### src/rtl/reg_ctl_pkg.sv
// Shared types and defaults for the register write controller.
// Holds the FSM state encoding and the index-width helper.
package reg_ctl_pkg;

  typedef enum logic [1:0] {
    IDLE = 2'd0,
    LOAD = 2'd1,
    CLR  = 2'd2
  } state_e;

  localparam int N_REQ_DEF = 4;
  localparam int W_DEF     = 4;
  localparam int CNT_W_DEF = 8;

  function automatic int idx_w(input int n);
    return (n > 1) ? $clog2(n) : 1;
  endfunction

endpackage

### src/rtl/reg_write_arbiter_if.sv
// Requester-side bundle of the register write controller.
// Master drives requests, slave returns the acknowledges.
interface reg_write_arbiter_if
  import reg_ctl_pkg::*;
#(
  parameter int N_REQ = N_REQ_DEF,
  parameter int W     = W_DEF
) ();

  logic [N_REQ-1:0]   req;
  logic [N_REQ*W-1:0] wdata;
  logic               clr_req;
  logic [N_REQ-1:0]   gnt;
  logic               clr_ack;

  modport master (
    output req,
    output wdata,
    output clr_req,
    input  gnt,
    input  clr_ack
  );

  modport slave (
    input  req,
    input  wdata,
    input  clr_req,
    output gnt,
    output clr_ack
  );

endinterface

### src/rtl/reg_write_arbiter_rr_pick.sv
// Combinational round-robin selector.
// Searches from last+1 upward, wrapping modulo N.
module rr_pick
  import reg_ctl_pkg::*;
#(
  parameter  int N  = N_REQ_DEF,
  localparam int IW = idx_w(N)
) (
  input  logic [N-1:0]  req,
  input  logic [IW-1:0] last,
  output logic          valid,
  output logic [IW-1:0] idx
);

  int            k;
  logic [IW-1:0] k_idx;

  // Walk farthest-first so the nearest hit is the final assignment.
  always_comb begin
    valid = |req;
    idx   = '0;
    k     = 0;
    k_idx = '0;
    for (int i = N; i >= 1; i--) begin
      k     = (int'(last) + i) % N;
      k_idx = IW'(k);
      if (req[k_idx]) idx = k_idx;
    end
  end

endmodule

### src/rtl/reg_write_arbiter.sv
// Round-robin write controller in front of a load/clear register.
// Clear requests beat writes; every transaction is one cycle.
module reg_write_arbiter
  import reg_ctl_pkg::*;
#(
  parameter int N_REQ = N_REQ_DEF,
  parameter int W     = W_DEF,
  parameter int CNT_W = CNT_W_DEF
) (
  input  logic                clk,
  input  logic                clear,
  reg_write_arbiter_if.slave  bus,
  output logic                reg_load,
  output logic                reg_clr,
  output logic [W-1:0]        reg_i,
  output logic                busy,
  output logic [CNT_W-1:0]    wr_cnt
);

  localparam int IW = idx_w(N_REQ);

  state_e             state_q;
  logic [IW-1:0]      last_q;
  logic [N_REQ-1:0]   gnt_q;
  logic               clr_ack_q;
  logic               load_q;
  logic               clr_q;
  logic [W-1:0]       data_q;
  logic [CNT_W-1:0]   cnt_q;

  logic               pick_v;
  logic [IW-1:0]      pick_idx;
  logic [W-1:0]       wdata_d;
  logic [N_REQ-1:0]   gnt_d;
  logic [W-1:0]       words [N_REQ];

  for (genvar g = 0; g < N_REQ; g++) begin : g_words
    assign words[g] = bus.wdata[g*W +: W];
  end

  rr_pick #(
    .N (N_REQ)
  ) u_pick (
    .req   (bus.req),
    .last  (last_q),
    .valid (pick_v),
    .idx   (pick_idx)
  );

  assign wdata_d = words[pick_idx];
  assign gnt_d   = N_REQ'(1) << pick_idx;

  always_ff @(posedge clk) begin
    if (clear) begin
      state_q   <= IDLE;
      last_q    <= IW'(N_REQ - 1);
      gnt_q     <= '0;
      clr_ack_q <= 1'b0;
      load_q    <= 1'b0;
      clr_q     <= 1'b0;
      data_q    <= '0;
      cnt_q     <= '0;
    end else begin
      gnt_q     <= '0;
      clr_ack_q <= 1'b0;
      load_q    <= 1'b0;
      clr_q     <= 1'b0;
      unique case (state_q)
        IDLE: begin
          // Pending writes simply wait out the clear.
          if (bus.clr_req) begin
            state_q   <= CLR;
            clr_ack_q <= 1'b1;
            clr_q     <= 1'b1;
          end else if (pick_v) begin
            state_q <= LOAD;
            gnt_q   <= gnt_d;
            load_q  <= 1'b1;
            data_q  <= wdata_d;
            last_q  <= pick_idx;
          end
        end
        LOAD: begin
          cnt_q   <= cnt_q + CNT_W'(1);
          state_q <= IDLE;
        end
        CLR: begin
          state_q <= IDLE;
        end
        default: begin
          state_q <= IDLE;
        end
      endcase
    end
  end

  assign bus.gnt     = gnt_q;
  assign bus.clr_ack = clr_ack_q;
  assign reg_load    = load_q;
  assign reg_clr     = clr_q;
  assign reg_i       = data_q;
  assign busy        = (state_q != IDLE);
  assign wr_cnt      = cnt_q;

endmodule
### src/flat_wrapper.sv
// flat-port wrapper written by rule: the top's interface ports become plain ports
module reg_write_arbiter_flat import reg_ctl_pkg::*;
#(
  parameter int N_REQ = N_REQ_DEF,
  parameter int W     = W_DEF,
  parameter int CNT_W = CNT_W_DEF
)
  (clk, clear, reg_load, reg_clr, reg_i, busy, wr_cnt, bus_req, bus_wdata, bus_clr_req, bus_gnt, bus_clr_ack);
  reg_write_arbiter_if #(.N_REQ(N_REQ), .W(W)) bus_i ();
  input  logic clk;
  input  logic clear;
  output logic reg_load;
  output logic reg_clr;
  output logic [W-1:0] reg_i;
  output logic busy;
  output logic [CNT_W-1:0] wr_cnt;
  input wire logic [$bits(bus_i.req)-1:0] bus_req;
  input wire logic [$bits(bus_i.wdata)-1:0] bus_wdata;
  input wire logic [$bits(bus_i.clr_req)-1:0] bus_clr_req;
  output wire logic [$bits(bus_i.gnt)-1:0] bus_gnt;
  output wire logic [$bits(bus_i.clr_ack)-1:0] bus_clr_ack;
  assign bus_i.req = bus_req;
  assign bus_i.wdata = bus_wdata;
  assign bus_i.clr_req = bus_clr_req;
  assign bus_gnt = bus_i.gnt;
  assign bus_clr_ack = bus_i.clr_ack;
  reg_write_arbiter #(.N_REQ(N_REQ), .W(W), .CNT_W(CNT_W)) u_core (.clk(clk), .clear(clear), .bus(bus_i), .reg_load(reg_load), .reg_clr(reg_clr), .reg_i(reg_i), .busy(busy), .wr_cnt(wr_cnt));
endmodule
### config.mk
export PLATFORM = sky130hd
export DESIGN_NAME = reg_write_arbiter_flat
export DESIGN_NICKNAME = d
export VERILOG_FILES = /design/src/rtl/reg_ctl_pkg.sv /design/src/rtl/reg_write_arbiter_if.sv /design/src/rtl/reg_write_arbiter_rr_pick.sv /design/src/rtl/reg_write_arbiter.sv /design/src/flat_wrapper.sv
export SDC_FILE = /design/constraint.sdc
export NUM_CORES = 1
export LEC_CHECK = 0
export ABC_AREA = 0
export CORE_ASPECT_RATIO = 0.7
export CORE_MARGIN = 2
export CORE_UTILIZATION = 35
export DETAILED_ROUTE_END_ITERATION = 10
export DONT_BUFFER_PORTS = 1
export SYNTH_ARGS = -nofsm -noshare
export SYNTH_HDL_FRONTEND = slang
export SYNTH_SLANG_ARGS = --single-unit
### constraint.sdc
create_clock -name clk -period 1.3 [get_ports clk]
set_input_delay 0.13 -clock clk [delete_from_list [all_inputs] [get_ports clk]]
set_output_delay 0.13 -clock clk [all_outputs]
set_load 0.1 [all_outputs]
Word level (Yosys, flattened, before mapping)
Cells that the tools add are included.
- add/subtract/negate cells: 5
- magnitude comparators: 5
- equality and inequality tests: 1
- shift-type cells: 1
- mux-type cells: 19
- bitwise operators: 4
- reductions and logical operators: 8
- operators with widths (operator ; number):
    $lt 2x3->1 const B ; 4
    $mux 2 ; 6
    $add 8x1->8 const B ; 1
    $bmux 1 s2 ; 4
    $bmux 4 s2 ; 1
    $mux 4 ; 2
    $reduce_or 4->1 ; 2
    $mux 1 ; 6
    $add 2x1->2 const B ; 2
    $add 2x2->2 const B ; 2
    $reduce_bool 2->1 ; 2
    $shl 1x2->4 const A ; 1
    $ge 3x3->1 const B ; 1
    $not 1->1 ; 3
    $not 2->3 ; 1
    $reduce_and 3->1 ; 1
    $reduce_or 3->1 ; 1
    $eq 2x1->1 const B ; 1
    $logic_not 2->1 ; 1
    $reduce_or 2->1 ; 1
- register bits: 22
- output and inout bits: 20
- logic and storage cells: 51

Depth between registers and ports, before layout
Gate-level depths: netlist of run 1.
- depth after elaboration: 11
- gate-level depth with buffers: 6
- mapped depth without buffers: 5

Hierarchy
Synthesis of run 1 repeated with hierarchy kept, for this count alone.
- cells, all modules: 99
- area, all modules: 1007.2 µm²
- by module, submodules not included (module ; instances ; cells an instance ; area an instance (µm²) ; seq. area each (µm²)):
    reg_write_arbiter ; 1 ; 85 ; 915.9 ; 440.4
    rr_pick ; 1 ; 14 ; 91.3 ; 0.0

Worst setup path before layout of run 1
No wires, ideal clock.
- kind: register to register
- start: register u_core.cnt_q[0] (netlist: u_core.wr_cnt[0])
- end: register u_core.cnt_q[4] (netlist: u_core.wr_cnt[4])
- arrival time: 1.773 ns
- required time: 1.233 ns
- path slack: -0.540 ns
- stages on the path, launching flop included: 6
- path buffers: 0
- period minus slack after synthesis: 1.840 ns
- cells stage by stage: dfxtp_1 ha_1 and3_1 nand2_1 xor2_1 nor2_1
- longest elaborated chain between the ends: 1
- RTL lines (what ; line ; RTL):
    from (decl) ; reg_write_arbiter.sv:29 ; logic [CNT_W-1:0] cnt_q;
    from (signal assigned) ; reg_write_arbiter.sv:84 ; cnt_q <= cnt_q + CNT_W'(1);
    $add 8x1->8 ; reg_write_arbiter.sv:84 ;
No other way between the ends.
A chain may end at the register's enable or synchronous reset.

Worst setup path after layout of run 1
- start: register u_core.last_q[0]
- end: register u_core.data_q[2] (netlist: u_core.reg_i[2])
- longest elaborated chain between the ends: 11
- elaborated cells on any way between the ends: 20
- classes of those cells: 4 x add/sub; 15 x mux; 1 x bitwise
- RTL lines (what ; line ; RTL):
    from (decl) ; reg_write_arbiter.sv:23 ; logic [IW-1:0] last_q;
    from (signal assigned) ; reg_write_arbiter.sv:56 ; last_q <= IW'(N_REQ - 1);
    from (signal assigned) ; reg_write_arbiter.sv:80 ; last_q <= pick_idx;
    $add 2x1->2 ; reg_write_arbiter_rr_pick.sv:25 ; k = (int'(last) + i) % N;
    $bmux 1 s2 ; reg_write_arbiter_rr_pick.sv:27 ; if (req[k_idx]) idx = k_idx;
    $mux 1 (not written as such) ; reg_write_arbiter_rr_pick.sv:27 ;
    $mux 2 (3 in series) ; reg_write_arbiter_rr_pick.sv:27 ;
    $mux 2 * ; reg_write_arbiter_rr_pick.sv:27 ;
    $not 2->3 (not written as such) * ; reg_write_arbiter.sv:50 ; assign wdata_d = words[pick_idx];
    $bmux 4 s2 * ; reg_write_arbiter.sv:50 ;
    $mux 4 (not written as such) * (2 in series) ; reg_write_arbiter.sv:50 ;
    to (signal assigned) ; reg_write_arbiter.sv:79 ; data_q <= wdata_d;
    to (decl) ; reg_write_arbiter.sv:28 ; logic [W-1:0] data_q;
Mark *: on every way between the ends. The rest lies on a longest branch, timed or not. The select of a mux whose other input is x is not followed.

==> metrics.txt, run 1 <==
outcome complete, but fails checks; failing checks setup timing; Worst IR Drop VDD 0.628 mV; final setup margin -0.201 ns; I/O pins 43; gr usage total 15.5%; Clock Power Share 24.5%; vias in the first global route 897; Routed Antenna Nets 0; first-pass GRT wire length 3900 um; Relative slew margins 67.4%; period utilisation layout 115%; drt total wl 2320 um; Setup crit end kind flop; Worst Max-Slew Pin Slew 0.487 ns; vias 880; clk_lat worst skew 0.26 ns; buffers plus inverters on the worst setup path 1; Synth Area in Compound Gates 12.2%; Synth Warn # 0; Reg2Reg Setup Slack -0.20 ns; Critical Path Max Stage Delay 0.33 ns; DR iter-0 viols 16; largest family of logic cells by synthesized area simple AND/OR/NAND/NOR gates; Slew Limit Fails 0; hold crit path type in2reg; # port buffers 0; Final min period 1.50 ns; DRC viols 0; DR vias/cell 5.12; H-tree depth 1; initial cell density of the core 36.3%; skew final 0.00510 ns; Mean Syn Cell Area 9.64 um^2; Clock Sink Count 22; Max Root-Sink Buffers 2; most common cell after layout, fill and taps aside buf_4; Hold Crit Start bus_clr_req; most frequent cells in the layout 27 x buf_4, 16 x nor2_1, 11 x dfxtp_1, 7 x nand3_1, 7 x nand2_1; Std-Cell Rows 16; Worst Hold Depth 1; DP HPWL 1640 um; leak pwr 0.603 nW; xor/xnor share of the synthesized area 6.12%; Required @ worst endpoint 1.43 ns; share of the synthesized area in the top cell type 43.9%; post-synthesis adder-cell area fraction 1.25%; post-synthesis simple-gate area fraction 27.5%; post-synthesis sequential area ratio 43.9%; Sw Ratio 35.5%; Syn Inst Count 104; antenna violations before repair 0; worst reg-to-reg path cell count 6; CTS root buffer clkbuf_8; Setup Crit Path Kind reg2reg; Die H 48.8 um; slowest CP cell dfxtp_2; Top delay family on crit path simple AND/OR/NAND/NOR gates; Core Region 2760 um^2; RR Endpoint u_core.reg_i[2]; final core occ 51.1%; routed length per instance 13.5 um; max-cap violations 0; Seq pwr share 42.6%; final hold violations 0; Net Switching 0.000604 W; crit-path cells or2b_1 -> a311oi_4 -> nor3_4 -> buf_6 -> nand3_1 -> o2111ai_1; Inst Count DP 162; Min-Delay Endpoint u_core.reg_clr; Crit path arrival time 1.64 ns; area grow syn2layout 40.8%; ratio of cells with drive above 1 in the final layout 47.1%; total gr overflow 0; leading area contributor after synthesis dfxtp_1; Cell Area, Synth 1000 um^2; top cells by area, synth dfxtp_1 44%, mux2i_1 6.0%, nor2_1 6.0%, nand3_1 5.0%, xor2_1 4.4%; drt first pass iters 3; final setup violation count 10; GP Congestion 0.689; Int Power 0.00110 W; FF-to-FF Start u_core.last_q[0]; final cell count without fillers 172; Synth cell types 32; Clock Pin Slew Worst Setup and Hold Paths 0.08 ns; cell area power density 1200 nW/um^2; Final nets 161; multiplexer share of the synthesized area 5.99%; Startpoint Class flop; n_diodes 0; register bit total from synthesis 22; Max Fclk 666 MHz; Die Area 3310 um^2; Logic pwr share 32.8%; CTS tree done; RSZ-0062 raised after global routing yes; Die X 68.0 um; CTS buffer count 3; largest net degree at the start of global routing 15; Final Power 0.00170 W; critical path peak fanout 8; Syn Nets 128
## synth_stat cells (all sizes together)
cell type / instances
nor2b: 2
o21ai: 1
nand2b: 2
mux2i: 6
nor2: 16
or2b: 2
xnor2: 2
a311oi: 1
buf: 3
nand3: 10
a21oi: 1
and2: 2
and3: 2
inv: 1
and4: 1
o2111ai: 4
ha: 1
a211oi: 1
or2: 2
dfxtp: 22
clkbuf: 1
a211o: 3
nor3: 2
nand2: 8
xor2: 5
nor3b: 3
## per-layer routing
layer / part of all wire, % / vias to the layer above / global-route usage (%)
met5: 0 / - / 0
met4: 0.90 / 0 / 4.00
met3: 8.0 / 4 / 6.00
met2: 50 / 32 / 26.7
met1: 41 / 420 / 17.7
li1: - / 424 / -
## flip-flops by register name (all words and copies together) (netlist names)
register / cells
u_core.reg_i: 4
u_core.wr_cnt: 8
u_core.reg_load: 1
u_core.state_q: 2
u_core.reg_clr: 1
u_core.last_q: 2
u_core.bus.gnt: 4
## metrics by stage
stage | worst slack, ns | setup TNS, ns | area [um^2] | hold slack [ns]
2_1_floorplan | -0.226 | -1.51 | 1030 | 0.287
3_3_place_gp | -0.189 | -1.15 | 1260 | 0.195
5_1_grt | -0.294 | -2.02 | 1410 | 0.0138
6_report | -0.201 | -1.20 | 1410 | 0.0206
4_1_cts | -0.179 | -1.09 | 1390 | 0.00936
3_5_place_dp | -0.278 | -1.65 | 1260 | 0.198
## power groups by stage
stage	clock network, W	logic, W	registers (W)
6_report	0.000417	0.000558	0.000725
4_1_cts	0.000437	0.000546	0.000724
5_1_grt	0.000462	0.000589	0.000730
3_3_place_gp	0	0.000489	0.000737
2_1_floorplan	0	0.000200	0.000939
3_5_place_dp	0	0.000495	0.000739
## cells by family (layout without fill, tap and decap cells)
logic type                 after synthesis  after routing
AOI/OAI and AO/OA                       11             11
muxes                                    6              6
DFF                                     22             22
xor gates and xnor gates                 7              7
buffers and inverters                    5             37
adders and majority gates                1              1
and+or+nand+nor                         52             52
## cell type report
type	instances	area, um^2
fill	263	1350
tap	36	45.0
timing repair buffer	32	267
inverter	1	3.75
multi-input combinational	77	582
sequential	22	469
clock buffer	3	41.3
clock inverter	1	3.75
## worst reg2reg max path, cell delays in order, from the launching register on
cell and delay (ns):
dfxtp_2 0.33, or2b_1 0.28, a311oi_4 0.33, nor3_4 0.09, buf_6 0.15, nand3_1 0.09, o2111ai_1 0.12
## worst max path at each step
stage | slack, ns | end | start | depth (start not counted)
finish | -0.20 | u_core.reg_i[2] | u_core.last_q[0] | 6
global route | -0.29 | u_core.reg_i[2] | u_core.last_q[0] | 6
CTS | -0.18 | u_core.reg_i[0] | u_core.last_q[0] | 6
detailed placement | -0.28 | u_core.reg_i[1] | u_core.last_q[0] | 5
global placement | -0.19 | u_core.reg_i[1] | u_core.last_q[0] | 5
floorplan | -0.23 | u_core.reg_i[0] | u_core.state_q[0] | 5
## timing repair
action,4_1_cts,5_1_grt
gates resized for setup,11,5
pin swaps,2,1
setup endpoints to repair,10,12
setup buffers,4,1
hold buffers,1,0
endpoints found under the hold margin,14,0
(Power assumes the default switching activity.)
==> run 2: changes to the inputs <==
--- a/config.mk
+++ b/config.mk
@@ -9,6 +9,7 @@
 export CORE_ASPECT_RATIO = 0.7
 export CORE_MARGIN = 2
 export CORE_UTILIZATION = 35
+export CTS_CLUSTER_DIAMETER = 40
 export DETAILED_ROUTE_END_ITERATION = 10
 export DONT_BUFFER_PORTS = 1
 export SYNTH_ARGS = -nofsm -noshare
==> results of run 2 <==
The final DEF is identical to that of run 1; final timing and power are the same.
==> run 3: changes to the inputs <==
--- a/config.mk
+++ b/config.mk
@@ -6,7 +6,8 @@
 export NUM_CORES = 1
 export LEC_CHECK = 0
 export ABC_AREA = 0
-export CORE_ASPECT_RATIO = 0.7
+export ABC_CLOCK_PERIOD_IN_PS = 1300
+export CORE_ASPECT_RATIO = 0.6
 export CORE_MARGIN = 2
 export CORE_UTILIZATION = 35
 export CTS_CLUSTER_DIAMETER = 40
==> metrics.txt, run 3 (synthesis gave the netlist of run 1 again) <==
Crit path arrival time 1.69 ns; largest net degree at the start of global routing 14; Final nets 163; outcome complete, but fails checks; first-pass GRT wire length 3760 um; # port buffers 0; DR vias/cell 5.04; RSZ-0062 raised after global routing yes; Final min period 1.51 ns; total length of routed met2 wires 1110 um; antenna violations before repair 0; area grow syn2layout 44.7%; Worst IR Drop VDD 0.643 mV; gr usage total 15.3%; skew final 0.00166 ns; n_diodes 0; period utilisation layout 116%; RR Endpoint u_core.reg_i[1]; DRC viols 0; FF-to-FF Start u_core.state_q[0]; DR iter-0 viols 49; CTS tree done; Inst Count DP 159; I/O pins 43; cell area after layout 1450 um^2; Die X 73.1 um; Relative slew margins 66.6%; Die H 45.5 um; final cell count without fillers 170; initial cell density of the core 38.4%; met3 wire length 154 um; Die Area 3320 um^2; placement-stage cell area 1260 um^2; Worst Setup SP u_core.state_q[0]; leak pwr 0.626 nW; final setup violation count 8; hold crit path type in2reg; final setup margin -0.209 ns; Max Fclk 663 MHz; vias in the first global route 832; Min-Delay Endpoint u_core.reg_clr; H-tree depth 1; Startpoint Class flop; Routed Antenna Nets 0; Setup crit end kind flop; final hold violations 0; Setup Crit Path Kind reg2reg; DP HPWL 1710 um; Highest Signal Layer met4; Std-Cell Rows 14; max reg flops 8; cell area power density 1330 nW/um^2; critical path peak fanout 7; max-cap violations 0; Core Region 2610 um^2; total gr overflow 0; drt first pass iters 4; Required @ worst endpoint 1.48 ns; Clock Pin Slew Worst Setup and Hold Paths 0.08 ns; Max Root-Sink Buffers 2; Worst Max-Slew Pin Slew 0.499 ns; ratio of cells with drive above 1 in the final layout 44.9%; Hold Crit Start bus_clr_req; most frequent cells in the layout 28 x buf_4, 14 x nor2_1, 11 x dfxtp_1, 10 x nand3_1, 7 x nand2_1; wire length on met1 1080 um; Worst Hold Depth 1; CTS root buffer clkbuf_8; worst reg-to-reg path cell count 5; CTS buffer count 3; routed length per instance 13.9 um; most common cell after layout, fill and taps aside buf_4; Reg2Reg Setup Slack -0.21 ns; final core occ 55.6%; vias 857; drt total wl 2370 um; GP Congestion 0.792; Clock Sink Count 22; failing checks setup timing; clk_lat worst skew 0.26 ns; Slew Limit Fails 0
run 3: cell types whose count changed in the layout (fill, tap and decap cells not counted), moves of 2 or more:
cell	change
and2_4	-2
o2111ai_2	-2
nand3_1	+3
nand3_2	-3
o2111ai_1	+2
and2_1	+2
nor2_1	-2
run 3: stage by stage:
step	setup TNS, ns	power [W]	hold slack [ns]	worst slack (ns)
2_1_floorplan	-1.51	0.00114	0.287	-0.226
3_3_place_gp	-0.882	0.00123	0.195	-0.144
3_5_place_dp	-1.08	0.00124	0.196	-0.188
4_1_cts	-1.01	0.00192	0.0137	-0.177
5_1_grt	-1.67	0.00201	0.0129	-0.265
6_report	-1.11	0.00193	0.0182	-0.209
run 3: cell type report:
| class | instances | area, um^2 |
|---|---|---|
| timing repair buffer | 33 | 283 |
| sequential | 22 | 469 |
| multi-input combinational | 78 | 583 |
| inverter | 1 | 3.75 |
| fill | 226 | 1160 |
| clock buffer | 3 | 41.3 |
| clock inverter | 1 | 30.0 |
| tap | 32 | 40.0 |
run 3: timing repair:
action	4_1_cts	5_1_grt
hold buffers	1	0
setup endpoints to repair	9	11
pin swaps	6	0
buffers inserted	4	1
gates resized for setup	7	8
gates cloned	1	0
endpoints found under the hold margin	13	0
run 3: how the worst max path moves through the flow:
| stage | slack [ns] | cells after the start | end |
|---|---|---|---|
| 3_5_place_dp | -0.19 | 5 | u_core.reg_i[1] |
| 3_3_place_gp | -0.14 | 5 | u_core.reg_i[2] |
| 2_1_floorplan | -0.23 | 5 | u_core.reg_i[0] |
| 6_report | -0.21 | 5 | u_core.reg_i[1] |
| 4_1_cts | -0.18 | 5 | u_core.reg_i[0] |
| 5_1_grt | -0.26 | 5 | u_core.reg_i[0] |
run 3: power breakdown:
part	internal (W)	leakage, nW	switching [W]
sequential	0.000703	0.186	0.0000235
clock	0.000411	0.0357	0.000218
combinational	0.000196	0.405	0.000383
run 3: per-layer routing:
| metal | vias to the layer above | GRT usage (%) |
|---|---|---|
| met4 | 0 | 5.56 |
| met2 | 26 | 23.1 |
| met3 | 2 | 6.64 |
| li1 | 435 | - |
| met1 | 394 | 19.7 |
| met5 | - | 0 |
run 3: critical path, cell delays in order (launching register included):
cell and delay, ns:
dfxtp_2 0.32, or2_4 0.25, a211o_4 0.33, nor3_4 0.30, nand3_1 0.13, o2111ai_1 0.11
